===== config.mk =====
export PLATFORM = sky130hd
export DESIGN_NAME = v810_busif
export DESIGN_NICKNAME = d
export VERILOG_FILES = /design/src/rtl/v810_pkg.sv /design/src/rtl/v810_busarb.sv /design/src/rtl/v810_busif.sv
export SDC_FILE = /design/constraint.sdc
export NUM_CORES = 1
export LEC_CHECK = 0
export ABC_AREA = 0
export CORE_MARGIN = 2
export CORE_UTILIZATION = 44
export CTS_CLUSTER_DIAMETER = 30
export CTS_CLUSTER_SIZE = 28
export DETAILED_ROUTE_END_ITERATION = 8
export PLACE_DENSITY = 0.8
export SYNTH_ARGS = -nofsm -noshare
export SYNTH_HDL_FRONTEND = slang
export SYNTH_HIERARCHICAL = 1
export SYNTH_SLANG_ARGS = --single-unit

===== constraint.sdc =====
create_clock -name CLK -period 2.4 [get_ports CLK]
set_input_delay 0.24 -clock CLK [delete_from_list [all_inputs] [get_ports CLK]]
set_output_delay 0.24 -clock CLK [all_outputs]
set_load 0.01 [all_outputs]

===== src/rtl/v810_pkg.sv =====
// Shared types and constants for the V810 external bus interface.
// Bus cycle states, status codes and half-cycle helpers.
package v810_pkg;

   typedef enum logic [2:0] {
      S_IDLE,
      S_T1,
      S_T2,
      S_T1H,
      S_T2H
   } busif_state_t;

   localparam logic [1:0]  ST_IDLE     = 2'b00;
   localparam logic [3:0]  BEN_NONE    = 4'hF;
   localparam logic [31:0] HALF_OFFSET = 32'd2;

   // Upper-halfword lanes move onto the low 16 data pins.
   function automatic logic [3:0] half_ben(input logic [3:0] be);
      return ~{2'b00, be[3:2]};
   endfunction

endpackage


===== src/rtl/v810_busarb.sv =====
// Channel winner select for the V810 bus interface.
// Fixed priority (lowest index) or round-robin from last grant + 1.
module v810_busarb
   import v810_pkg::*;
#(
   parameter int NCH    = 2,
   parameter int ARB_RR = 0,
   localparam int IW    = (NCH > 1) ? $clog2(NCH) : 1
) (
   input  logic           clk,
   input  logic           rst,
   input  logic           ce,
   input  logic [NCH-1:0] req,
   input  logic           take,
   output logic           valid,
   output logic [IW-1:0]  idx
);

   logic [IW-1:0] ptr_q;
   logic [IW-1:0] ptr_d;

   // Search eligible requests starting at the policy's base slot.
   always_comb begin
      int base;
      int j;
      valid = 1'b0;
      idx   = '0;
      base  = (ARB_RR != 0) ? int'(ptr_q) + 1 : 0;
      for (int i = 0; i < NCH; i++) begin
         j = (base + i) % NCH;
         if (!valid && req[j]) begin
            valid = 1'b1;
            idx   = IW'(j);
         end
      end
      ptr_d = ptr_q;
      if (ARB_RR != 0 && take && valid) begin
         ptr_d = idx;
      end
   end

   // Round-robin pointer; starts at NCH-1 so channel 0 wins first.
   always_ff @(posedge clk) begin
      if (rst) begin
         ptr_q <= IW'(NCH - 1);
      end else if (ce) begin
         ptr_q <= ptr_d;
      end
   end

endmodule


===== src/rtl/v810_busif.sv =====
// V810 multi-channel external bus interface unit.
// Arbitrates requesters and runs bus cycles with 16-bit dynamic sizing.
module v810_busif
   import v810_pkg::*;
#(
   parameter int NCH    = 2,
   parameter int ARB_RR = 0
) (
   input  logic             CLK,
   input  logic             RES,
   input  logic             CE,
   input  logic [NCH-1:0]   REQ,
   output logic [NCH-1:0]   ACK,
   input  logic [NCH*32-1:0] CA,
   input  logic [NCH-1:0]   CWR,
   input  logic [NCH*4-1:0] CBE,
   input  logic [NCH*2-1:0] CST,
   input  logic [NCH*32-1:0] CDO,
   output logic [31:0]      RDATA,
   output logic [31:0]      A,
   input  logic [31:0]      D_I,
   output logic [31:0]      D_O,
   output logic [3:0]       BEn,
   output logic [1:0]       ST,
   output logic             DAn,
   output logic             RW,
   output logic             BCYSTn,
   input  logic             READYn,
   input  logic             SZRQn
);

   localparam int IW = (NCH > 1) ? $clog2(NCH) : 1;

   busif_state_t state_q, state_d;
   logic [IW-1:0]  idx_q, idx_d;
   logic [31:0]    addr_q, addr_d;
   logic           wr_q, wr_d;
   logic [3:0]     be_q, be_d;
   logic [1:0]     tst_q, tst_d;
   logic [31:0]    wd_q, wd_d;
   logic [NCH-1:0] ack_q, ack_d;
   logic [31:0]    rdata_q, rdata_d;
   logic [31:0]    a_q, a_d;
   logic [31:0]    do_q, do_d;
   logic [3:0]     ben_q, ben_d;
   logic [1:0]     bst_q, bst_d;
   logic           dan_q, dan_d;
   logic           rw_q, rw_d;
   logic           bcyst_q, bcyst_d;

   logic [NCH-1:0] elig;
   logic           take;
   logic           arb_valid;
   logic [IW-1:0]  arb_idx;
   logic [31:0]    sel_ca;
   logic           sel_wr;
   logic [3:0]     sel_be;
   logic [1:0]     sel_st;
   logic [31:0]    sel_do;

   // A channel being acknowledged this cycle cannot win again yet.
   assign elig = REQ & ~ack_q;
   assign take = (state_q == S_IDLE);

   v810_busarb #(
      .NCH    (NCH),
      .ARB_RR (ARB_RR)
   ) u_arb (
      .clk   (CLK),
      .rst   (RES),
      .ce    (CE),
      .req   (elig),
      .take  (take),
      .valid (arb_valid),
      .idx   (arb_idx)
   );

   // Mux the winning channel's transaction fields.
   always_comb begin
      sel_ca = '0;
      sel_wr = 1'b0;
      sel_be = '0;
      sel_st = '0;
      sel_do = '0;
      for (int i = 0; i < NCH; i++) begin
         if (arb_idx == IW'(i)) begin
            sel_ca = CA[i*32 +: 32];
            sel_wr = CWR[i];
            sel_be = CBE[i*4 +: 4];
            sel_st = CST[i*2 +: 2];
            sel_do = CDO[i*32 +: 32];
         end
      end
   end

   // Bus cycle sequencing; outputs computed for the next state.
   always_comb begin
      state_d = state_q;
      idx_d   = idx_q;
      addr_d  = addr_q;
      wr_d    = wr_q;
      be_d    = be_q;
      tst_d   = tst_q;
      wd_d    = wd_q;
      ack_d   = '0;
      rdata_d = rdata_q;
      a_d     = a_q;
      do_d    = do_q;
      ben_d   = ben_q;
      bst_d   = bst_q;
      dan_d   = dan_q;
      rw_d    = rw_q;
      bcyst_d = 1'b1;
      unique case (state_q)
         S_IDLE: begin
            dan_d = 1'b1;
            ben_d = BEN_NONE;
            rw_d  = 1'b1;
            bst_d = ST_IDLE;
            if (arb_valid) begin
               idx_d   = arb_idx;
               addr_d  = sel_ca & ~32'h3;
               wr_d    = sel_wr;
               be_d    = sel_be;
               tst_d   = sel_st;
               wd_d    = sel_do;
               state_d = S_T1;
               a_d     = addr_d;
               ben_d   = ~sel_be;
               bst_d   = sel_st;
               rw_d    = ~sel_wr;
               dan_d   = 1'b0;
               bcyst_d = 1'b0;
               if (sel_wr) begin
                  do_d = sel_do;
               end
            end
         end
         S_T1: begin
            state_d = S_T2;
         end
         S_T2: begin
            if (!READYn) begin
               if (SZRQn || be_q[3:2] == 2'b00) begin
                  if (!wr_q) begin
                     rdata_d = D_I;
                  end
                  ack_d[idx_q] = 1'b1;
                  state_d      = S_IDLE;
                  dan_d        = 1'b1;
                  ben_d        = BEN_NONE;
                  rw_d         = 1'b1;
                  bst_d        = ST_IDLE;
               end else begin
                  rdata_d[15:0] = D_I[15:0];
                  state_d       = S_T1H;
                  a_d           = addr_q + HALF_OFFSET;
                  ben_d         = half_ben(be_q);
                  bcyst_d       = 1'b0;
                  if (wr_q) begin
                     do_d = {wd_q[31:16], wd_q[31:16]};
                  end
               end
            end
         end
         S_T1H: begin
            state_d = S_T2H;
         end
         S_T2H: begin
            if (!READYn) begin
               rdata_d[31:16] = D_I[15:0];
               ack_d[idx_q]   = 1'b1;
               state_d        = S_IDLE;
               dan_d          = 1'b1;
               ben_d          = BEN_NONE;
               rw_d           = 1'b1;
               bst_d          = ST_IDLE;
            end
         end
         default: begin
            state_d = S_IDLE;
         end
      endcase
   end

   // State and registered bus outputs; CE low freezes everything.
   always_ff @(posedge CLK) begin
      if (RES) begin
         state_q <= S_IDLE;
         idx_q   <= '0;
         addr_q  <= '0;
         wr_q    <= 1'b0;
         be_q    <= '0;
         tst_q   <= '0;
         wd_q    <= '0;
         ack_q   <= '0;
         rdata_q <= '0;
         a_q     <= '0;
         do_q    <= '0;
         ben_q   <= BEN_NONE;
         bst_q   <= ST_IDLE;
         dan_q   <= 1'b1;
         rw_q    <= 1'b1;
         bcyst_q <= 1'b1;
      end else if (CE) begin
         state_q <= state_d;
         idx_q   <= idx_d;
         addr_q  <= addr_d;
         wr_q    <= wr_d;
         be_q    <= be_d;
         tst_q   <= tst_d;
         wd_q    <= wd_d;
         ack_q   <= ack_d;
         rdata_q <= rdata_d;
         a_q     <= a_d;
         do_q    <= do_d;
         ben_q   <= ben_d;
         bst_q   <= bst_d;
         dan_q   <= dan_d;
         rw_q    <= rw_d;
         bcyst_q <= bcyst_d;
      end
   end

   assign ACK    = ack_q;
   assign RDATA  = rdata_q;
   assign A      = a_q;
   assign D_O    = do_q;
   assign BEn    = ben_q;
   assign ST     = bst_q;
   assign DAn    = dan_q;
   assign RW     = rw_q;
   assign BCYSTn = bcyst_q;

endmodule


==> run summary, run 1 <==
CRITICAL PATH
--------------------------------------------------------------------------------------------------
Worst Setup Start Kind ..............................................................    flip-flop
Worst r2r src .......................................................................   state_q[1]
Stage delay of the slowest cell on the critical path ................................      0.64 ns
Crit path capture type ..............................................................    flip-flop
Crit-path slowest cell .............................................................. sky130_fd_sc_hd__dfxtp_1
Critical path required time .........................................................      2.69 ns
Highest net fanout along the worst path .............................................           16
Critical Path, Cell by Cell ......................................................... or3b_4 > a211oi_4 > buf_4 > mux2i_1 > nor2_1
Arrival @ worst endpoint ............................................................      2.28 ns
Type of the worst setup path ........................................................ flip-flop to flip-flop
Origin of the worst setup path ......................................................   state_q[1]

TIMING
--------------------------------------------------------------------------------------------------
Final number of setup-violating endpoints ...........................................            0
Post-Route Setup TNS ................................................................         0 ns
Highest Clock Rate ..................................................................   0.5028 GHz
Max Slew Vio Count ..................................................................            0
Max-Slew Margin vs Limit ............................................................       0.4420
Clock skew after layout .............................................................  0.008013 ns
Unrepaired setup endpoints after global routing .....................................           no
Hold Violations, Final ..............................................................            0
Post-layout min period ..............................................................     1.989 ns
Period utilization ..................................................................       0.8287
Worst-margin pin slew ...............................................................    0.8371 ns

YOSYS
--------------------------------------------------------------------------------------------------
Top cells by area, synth ............................................................ sky130_fd_sc_hd__dfxtp_1 43%, sky130_fd_sc_hd__mux2i_1 16%, sky130_fd_sc_hd__a211oi_1 5.0%
Dominant cell type by area after synthesis .......................................... sky130_fd_sc_hd__dfxtp_1
Post-synth top flop ................................................................. sky130_fd_sc_hd__dfxtp_1
Commonest cells post-synth .......................................................... 159 x sky130_fd_sc_hd__dfxtp_1, 117 x sky130_fd_sc_hd__mux2i_1, 91 x sky130_fd_sc_hd__nor2_1, 80 x sky130_fd_sc_hd__nand2_1, 51 x sky130_fd_sc_hd__nand3_1
Number of standard cells after synthesis ............................................          831
Share of synthesized area occupied by flip-flops and latches ........................       0.4288
Synth Net Count .....................................................................         1012
Async SR Flop Fraction ..............................................................            0
Synth Warn # ........................................................................            6
Top-area cell type share of the netlist area ........................................       0.4288
Cell with the most instances after synthesis ........................................ sky130_fd_sc_hd__dfxtp_1
Average cell area after synthesis ...................................................    8.933 µm²
Count of cell types in the netlist ..................................................           44
Post-synth EDFFs ....................................................................            0
Synthesized flop and latch total ....................................................          159
Post-synthesis instance area ........................................................ 0.007423 mm²

PLACEMENT
--------------------------------------------------------------------------------------------------
Hpwl dp .............................................................................     14900 µm
Port buffer count ...................................................................          282
Area after DPL ......................................................................  0.01045 mm²
Weighted congestion reported at the end of routability-driven placement .............       0.7849

FINAL LAYOUT
--------------------------------------------------------------------------------------------------
Area added between synthesis and finish .............................................       48.68%
Area of combinational cells with multiple inputs .................................... 0.003909 mm²
Number of antenna cells inserted ....................................................            0
Total Nets Final ....................................................................         1259
Number of filler instances in the final layout ......................................         1346
Sequential cell area ................................................................ 0.003183 mm²
Fraction of layout cells with a size suffix above 1 .................................      0.06324
Post-layout instance area ...........................................................  0.01104 mm²

GLOBAL ROUTE
--------------------------------------------------------------------------------------------------
Global-route wire length before repair ..............................................     33680 µm
Largest net degree at the start of global routing ...................................          129
Initial antenna violation count .....................................................            1
Number of global-route vias before repair ...........................................         6626
Tot GR Track Use ....................................................................       0.2326
Remaining global-route overflow .....................................................            0

POWER AND IR DROP
--------------------------------------------------------------------------------------------------
Share of total power in sequential cells ............................................        0.419
Sum of internal, switching and leakage power ........................................   0.007107 W
Internal portion of total power .....................................................   0.005168 W
Leak Pwr ............................................................................     4.145 nW
Combinational power share ...........................................................        0.211
Clock share of power ................................................................        0.370
Switching power summed over all nets ................................................   0.001939 W
VDD IR-drop max .....................................................................     542.9 µV
Power density relative to cell area ................................................. 644.0 mW/mm²
Switching fraction of total power ...................................................       0.2728

ROUTE
--------------------------------------------------------------------------------------------------
Post-DRT Antenna Nets ...............................................................            0
Post-DR wirelength/cell .............................................................     15.95 µm
DR vias .............................................................................         6968
Final WL ............................................................................     20910 µm
DR iter-0 viols .....................................................................          321
Number of DRC violations after detailed routing .....................................            0
First-pass detailed-route iteration total ...........................................            5
Average via count per standard cell .................................................        5.315

CLOCK TREE
--------------------------------------------------------------------------------------------------
Clock transition time at the flip-flop clock pins of the worst setup and hold paths .      0.06 ns
Post-CTS sizing .....................................................................            0
TritonCTS clock tree ................................................................        built
Level count of the clock H-tree .....................................................            4
Hold-fix buffers at CTS .............................................................            0
Setup Buffers After CTS .............................................................            0
Number of clock sinks ...............................................................          159
Max Root-Sink Buffers ...............................................................            2
Clock insertion delay at the later pin of the skew report ...........................      0.42 ns
Clock root buffer master ............................................................ sky130_fd_sc_hd__clkbuf_16
Number of buffers created by CTS ....................................................           17

WORST HOLD PATH
--------------------------------------------------------------------------------------------------
Origin of the worst min-delay path ..................................................          RES
Class of the worst hold path ........................................................ primary input to flip-flop

FLOORPLANNING
--------------------------------------------------------------------------------------------------
Chip Height .........................................................................     133.9 µm
Die ar. .............................................................................  0.01793 mm²
Die Span X ..........................................................................     133.9 µm
Count of standard-cell rows .........................................................           47
Effective utilization at floorplan ..................................................       0.4492
Total I/O pin count .................................................................          288
Floorplan core area .................................................................  0.01652 mm²

STATUS
--------------------------------------------------------------------------------------------------
Status .............................................................................. finished, final reports clean

JOB
--------------------------------------------------------------------------------------------------
Max_cap viols .......................................................................            0

[flip-flops by register name, indices dropped and copies added, names as in the netlist, 2 cells and up]
| signal | count |
|---|---|
| addr_q | 30 |
| BEn | 4 |
| A | 31 |
| ACK | 2 |
| wd_q | 16 |
| RDATA | 32 |
| state_q | 3 |
| D_O | 32 |
| ST | 2 |
| be_q | 2 |
[final timing paths]
| check | cells past startpoint | endpoint | slack (ns) |
|---|---|---|---|
| worst max-delay path | 5 | RDATA[6] | 0.41 |
| worst min-delay path | 2 | state_q[2] | 0.39 |
| worst max register to register | 5 | RDATA[6] | 0.41 |
| worst min register to register | 2 | A[13] | 0.45 |
[final cells by class]
cell class,count,share of cell area
inverters,2,0.0006802
multi-input cells,592,0.3542
clock buffers,19,0.04104
clock inverters,13,0.01179
repair buffers,306,0.2790
well taps,220,0.02494
flip-flops and latches,159,0.2884
[stage by stage]
step / instances / util / hold WS (ns) / setup slack [ns]
6_report: 1311 / 0.6679 / 0.3862 / 0.4110
5_1_grt: 1311 / 0.6679 / 0.4182 / 0.2638
4_1_cts: 1311 / 0.6679 / 0.3532 / 0.4043
3_5_place_dp: 1279 / 0.6326 / 0.4425 / 0.1087
3_3_place_gp: 1279 / 0.6326 / 0.4378 / 0.1866
2_1_floorplan: 831 / - / 0.3872 / 0.5471
[cells in the final DEF (no fill, tap or decap), drive strengths merged, types with 4 or more instances in the layout]
cell type	count
a211oi	50
o2bb2ai	4
nand3	51
nand2	80
o211ai	30
mux2i	117
nand2b	39
a21oi	35
nor2b	8
o21ai	5
or2	4
inv	5
clkinv	5
buf	25
clkdlybuf4s50	281
clkinvlp	4
a41oi	16
nor3	5
clkbuf	19
dfxtp	159
a211o	32
nor2	91
[cell families after synthesis]
family | synth area share
mux | 0.1578
other cells | 0.0005052
xor+xnor | 0.001180
flops | 0.4288
buf+inv | 0.04719
simple gates | 0.1739
compound gates | 0.1893
fa+ha+maj | 0.001348
[critical path, delay by kind of cell (launching register included)]
| family | cells | cell delay (ns) |
|---|---|---|
| flops | 1 | 0.64 |
| simple gates | 2 | 0.55 |
| buf+inv | 1 | 0.26 |
| mux | 1 | 0.21 |
| compound gates | 1 | 0.20 |
[power groups by stage]
stage / Clock, W / Sequential, W / Combinational (W)
6_report: 0.00263 / 0.00298 / 0.00150
3_5_place_dp: 0 / 0.00303 / 0.00151
3_3_place_gp: 0 / 0.00302 / 0.00149
4_1_cts: 0.00268 / 0.00297 / 0.00152
5_1_grt: 0.00280 / 0.00300 / 0.00164
2_1_floorplan: 0 / 0.00306 / 0.000722
[layer usage]
layer  GRT usage  part of all wire
met5           0                 0
met4     0.08865             0.020
met3     0.05745             0.069
met2      0.3974              0.49
met1      0.2828              0.42
No activity file was read; power rests on OpenSTA's default activity.
==> run 2: changes to the inputs <==
--- a/config.mk
+++ b/config.mk
@@ -7,11 +7,11 @@
 export LEC_CHECK = 0
 export ABC_AREA = 0
 export CORE_MARGIN = 2
-export CORE_UTILIZATION = 44
+export CORE_UTILIZATION = 40
 export CTS_CLUSTER_DIAMETER = 30
 export CTS_CLUSTER_SIZE = 28
 export DETAILED_ROUTE_END_ITERATION = 8
-export PLACE_DENSITY = 0.8
+export PLACE_DENSITY = 0.77
 export SYNTH_ARGS = -nofsm -noshare
 export SYNTH_HDL_FRONTEND = slang
 export SYNTH_HIERARCHICAL = 1
==> constraint.sdc (replaced) <==
create_clock -name CLK -period 1.6 [get_ports CLK]
set_input_delay 0.16 -clock CLK [delete_from_list [all_inputs] [get_ports CLK]]
set_output_delay 0.16 -clock CLK [all_outputs]
set_load 0.01 [all_outputs]
==> run 2 against run 1 <==
  * The run now ends with setup timing left
  * Sequential power rose by 50%
  * Sequential share of layout area shrank 4.1 points
  * Combinational power up 110%
  * Die area is 9.7% higher
  * Largest power group unchanged
==> run summary, run 2 (same netlist as run 1, synthesis figures left out) <==
STATUS
--------------------------------------------------------------------------------------------------
Status .............................................................................. finished, violations left   was finished, final reports clean
Failing checks ...................................................................... setup timing

FINAL LAYOUT
--------------------------------------------------------------------------------------------------
Number of antenna cells inserted ....................................................            0   unchanged
Sequential cell area ................................................................ 0.003191 mm²   was 0.003183 mm²
Fraction of layout cells with a size suffix above 1 .................................       0.2115   was 0.06324
Area of combinational cells with multiple inputs .................................... 0.004564 mm²   was 0.003909 mm²
Commonest cells after routing, fill and taps aside .................................. 279 x sky130_fd_sc_hd__clkdlybuf4s50_1, 155 x sky130_fd_sc_hd__dfxtp_1, 82 x sky130_fd_sc_hd__nor2_1, 80 x sky130_fd_sc_hd__nand2_1, 68 x sky130_fd_sc_hd__mux2i_1   was 281 x sky130_fd_sc_hd__clkdlybuf4s50_1, 159 x sky130_fd_sc_hd__dfxtp_1, 117 x sky130_fd_sc_hd__mux2i_1, 91 x sky130_fd_sc_hd__nor2_1, 80 x sky130_fd_sc_hd__nand2_1
Number of filler instances in the final layout ......................................         1319   was 1346
Total Nets Final ....................................................................         1352   was 1259
Final Non-Filler Cells ..............................................................         1411   was 1311
Leading cell type in the layout, fill and taps excluded ............................. sky130_fd_sc_hd__clkdlybuf4s50_1   unchanged
Area added between synthesis and finish .............................................       73.39%   was 48.68%

TIMING
--------------------------------------------------------------------------------------------------
Post-Route Setup TNS ................................................................    -5.637 ns   was 0 ns
Post-layout min period ..............................................................     1.729 ns   was 1.989 ns
Post-route worst hold slack .........................................................   0.04676 ns   was 0.3862 ns
Period utilization ..................................................................        1.080   was 0.8287
Clock skew after layout .............................................................   0.01073 ns   was 0.008013 ns
PnR worst setup slack ...............................................................   -0.1286 ns   was 0.4110 ns
Unrepaired setup endpoints after global routing .....................................          yes   was no
Highest Clock Rate ..................................................................   0.5785 GHz   was 0.5028 GHz
Final number of setup-violating endpoints ...........................................          104   was 0
Max Slew Vio Count ..................................................................            0   unchanged
Hold Violations, Final ..............................................................            0   unchanged

PLACEMENT
--------------------------------------------------------------------------------------------------
Hpwl dp .............................................................................     16120 µm   was 14900 µm
Setup slack at placement ............................................................   -0.5620 ns   was 0.1087 ns
Port buffer count ...................................................................          282   unchanged
Placed insts ........................................................................         1350   was 1279
Weighted congestion reported at the end of routability-driven placement .............       0.8135   was 0.7849

ROUTE
--------------------------------------------------------------------------------------------------
First-pass detailed-route iteration total ...........................................            5   unchanged
Final WL ............................................................................     25850 µm   was 20910 µm
DR vias .............................................................................         7640   was 6968
Average via count per standard cell .................................................        5.415   was 5.315
Post-DRT Antenna Nets ...............................................................            0   unchanged
DR iter-0 viols .....................................................................          338   was 321
Number of DRC violations after detailed routing .....................................            0   unchanged
Post-DR wirelength/cell .............................................................     18.32 µm   was 15.95 µm

CRITICAL PATH
--------------------------------------------------------------------------------------------------
Highest net fanout along the worst path .............................................           11   was 16
Origin of the worst setup path ......................................................       ACK[0]   was state_q[1]
Type of the worst setup path ........................................................ flip-flop to flip-flop   unchanged
Crit path capture type ..............................................................    flip-flop   unchanged
Arrival @ worst endpoint ............................................................      2.04 ns   was 2.28 ns
Critical path required time .........................................................      1.91 ns   was 2.69 ns
Worst r2r src .......................................................................       ACK[0]   was state_q[1]
Worst Setup Start Kind ..............................................................    flip-flop   unchanged

CLOCK TREE
--------------------------------------------------------------------------------------------------
Clock transition time at the flip-flop clock pins of the worst setup and hold paths .      0.06 ns   about the same
Max Root-Sink Buffers ...............................................................            2   unchanged
Clock root buffer master ............................................................ sky130_fd_sc_hd__clkbuf_16   unchanged
TritonCTS clock tree ................................................................        built   unchanged
Number of buffers created by CTS ....................................................           17   unchanged
Clock insertion delay at the later pin of the skew report ...........................      0.42 ns   about the same
Level count of the clock H-tree .....................................................            4   unchanged
Number of clock sinks ...............................................................          159   unchanged

WORST HOLD PATH
--------------------------------------------------------------------------------------------------
Origin of the worst min-delay path ..................................................          RES   unchanged
Class of the worst hold path ........................................................ primary input to flip-flop   unchanged

POWER AND IR DROP
--------------------------------------------------------------------------------------------------
Clock share of power ................................................................        0.335   was 0.370
Sum of internal, switching and leakage power ........................................    0.01144 W   was 0.007107 W
Share of total power in sequential cells ............................................        0.391   was 0.419
VDD IR-drop max .....................................................................     708.6 µV   was 542.9 µV
Combinational power share ...........................................................        0.273   was 0.211
Switching fraction of total power ...................................................       0.2779   was 0.2728
Internal portion of total power .....................................................   0.008257 W   was 0.005168 W
Leak Pwr ............................................................................     4.886 nW   was 4.145 nW
Switching power summed over all nets ................................................   0.003178 W   was 0.001939 W
Power density relative to cell area ................................................. 888.5 mW/mm²   was 644.0 mW/mm²

FLOORPLANNING
--------------------------------------------------------------------------------------------------
Count of standard-cell rows .........................................................           49   was 47
Die ar. .............................................................................  0.01966 mm²   was 0.01793 mm²
Floorplan core area .................................................................  0.01809 mm²   was 0.01652 mm²
Die Span X ..........................................................................     140.2 µm   was 133.9 µm
Effective utilization at floorplan ..................................................       0.4104   was 0.4492
Total I/O pin count .................................................................          288   unchanged
Chip Height .........................................................................     140.2 µm   was 133.9 µm

GLOBAL ROUTE
--------------------------------------------------------------------------------------------------
Tot GR Track Use ....................................................................       0.2390   was 0.2326
Number of global-route vias before repair ...........................................         7321   was 6626
Remaining global-route overflow .....................................................            0   unchanged
Global-route wire length before repair ..............................................     37920 µm   was 33680 µm
Initial antenna violation count .....................................................            0   was 1
Largest net degree at the start of global routing ...................................           76   was 129

JOB
--------------------------------------------------------------------------------------------------
Max_cap viols .......................................................................            0   unchanged

run 2: cell types whose count changed in the layout (fill, tap and decap cells not counted), sizes merged:
cell / delta
dlymetal6s2s: +1
and3: +1
clkdlybuf4s50: -2
inv: -3
clkinv: +2
clkbuf: +9
dlygate4sd2: +1
buf: +84
clkinvlp: -2
run 2: layout make-up:
| class | count | area share |
|---|---|---|
| timing repair buffer | 398 | 0.3321 |
| clock inverter | 10 | 0.007096 |
| clock buffer | 20 | 0.03548 |
| inverter | 2 | 0.0005833 |
| multi-input combinational | 593 | 0.3546 |
| sequential | 159 | 0.2479 |
| tap | 229 | 0.02226 |
run 2: per-stage QoR:
stage | utilization | instance area [µm²]
floorplan | - | 7471
global placement | 0.6122 | 11070
detailed placement | 0.6122 | 11070
CTS | 0.6761 | 12230
global route | 0.7117 | 12870
finish | 0.7117 | 12870
run 2: path summary, 6_finish.rpt:
kind                              endpoint  slack, ns  depth (start not counted)
worst min register to register       A[19]       0.45                          2
worst max-delay path               D_O[24]      -0.13                          9
worst max register to register     D_O[24]      -0.13                          9
worst min-delay path            state_q[1]       0.05                          2
run 2: power groups by stage:
stage          Combinational, W  Clock (W)  Sequential [W]
6_report                0.00313    0.00383         0.00448
5_1_grt                 0.00333    0.00405         0.00451
4_1_cts                 0.00279    0.00391         0.00446
3_5_place_dp            0.00250          0         0.00454
3_3_place_gp            0.00245          0         0.00453
2_1_floorplan           0.00110          0         0.00460
run 2: worst max-delay path, cell delays in order, from the launching register on:
cell and delay (ns):
sky130_fd_sc_hd__dfxtp_2 0.33, sky130_fd_sc_hd__nor2b_2 0.04, sky130_fd_sc_hd__buf_4 0.13, sky130_fd_sc_hd__nor2b_4 0.16, sky130_fd_sc_hd__buf_4 0.16, sky130_fd_sc_hd__buf_8 0.13, sky130_fd_sc_hd__buf_12 0.16, sky130_fd_sc_hd__mux2i_2 0.28
sky130_fd_sc_hd__a211o_1 0.16, sky130_fd_sc_hd__mux2i_1 0.06
run 2: layer usage:
layer  vias to the layer above  track usage  part of all wire
li1                       3675            -                 -
met1                      3652       0.2884              0.40
met2                       283       0.4187              0.51
met3                        30      0.06427             0.071
met4                         0      0.06858             0.018
met5                         -            0                 0
run 2: timing repair:
| action | in CTS | in global routing |
|---|---|---|
| hold buffers | 0 | 0 |
| setup endpoints to repair | 100 | 153 |
| buffers inserted | 10 | 6 |
| hold endpoints to repair | 0 | 0 |
| gates cloned | 6 | 10 |
| pin swaps | 21 | 20 |
| gates resized for setup | 81 | 80 |
==> run 3: changes to the inputs <==
--- a/config.mk
+++ b/config.mk
@@ -12,6 +12,7 @@
 export CTS_CLUSTER_SIZE = 28
 export DETAILED_ROUTE_END_ITERATION = 8
 export PLACE_DENSITY = 0.77
+export SLEW_MARGIN = 15
 export SYNTH_ARGS = -nofsm -noshare
 export SYNTH_HDL_FRONTEND = slang
 export SYNTH_HIERARCHICAL = 1
==> results of run 3 <==
No change in the layout: final DEF, timing and power equal those of run 2.
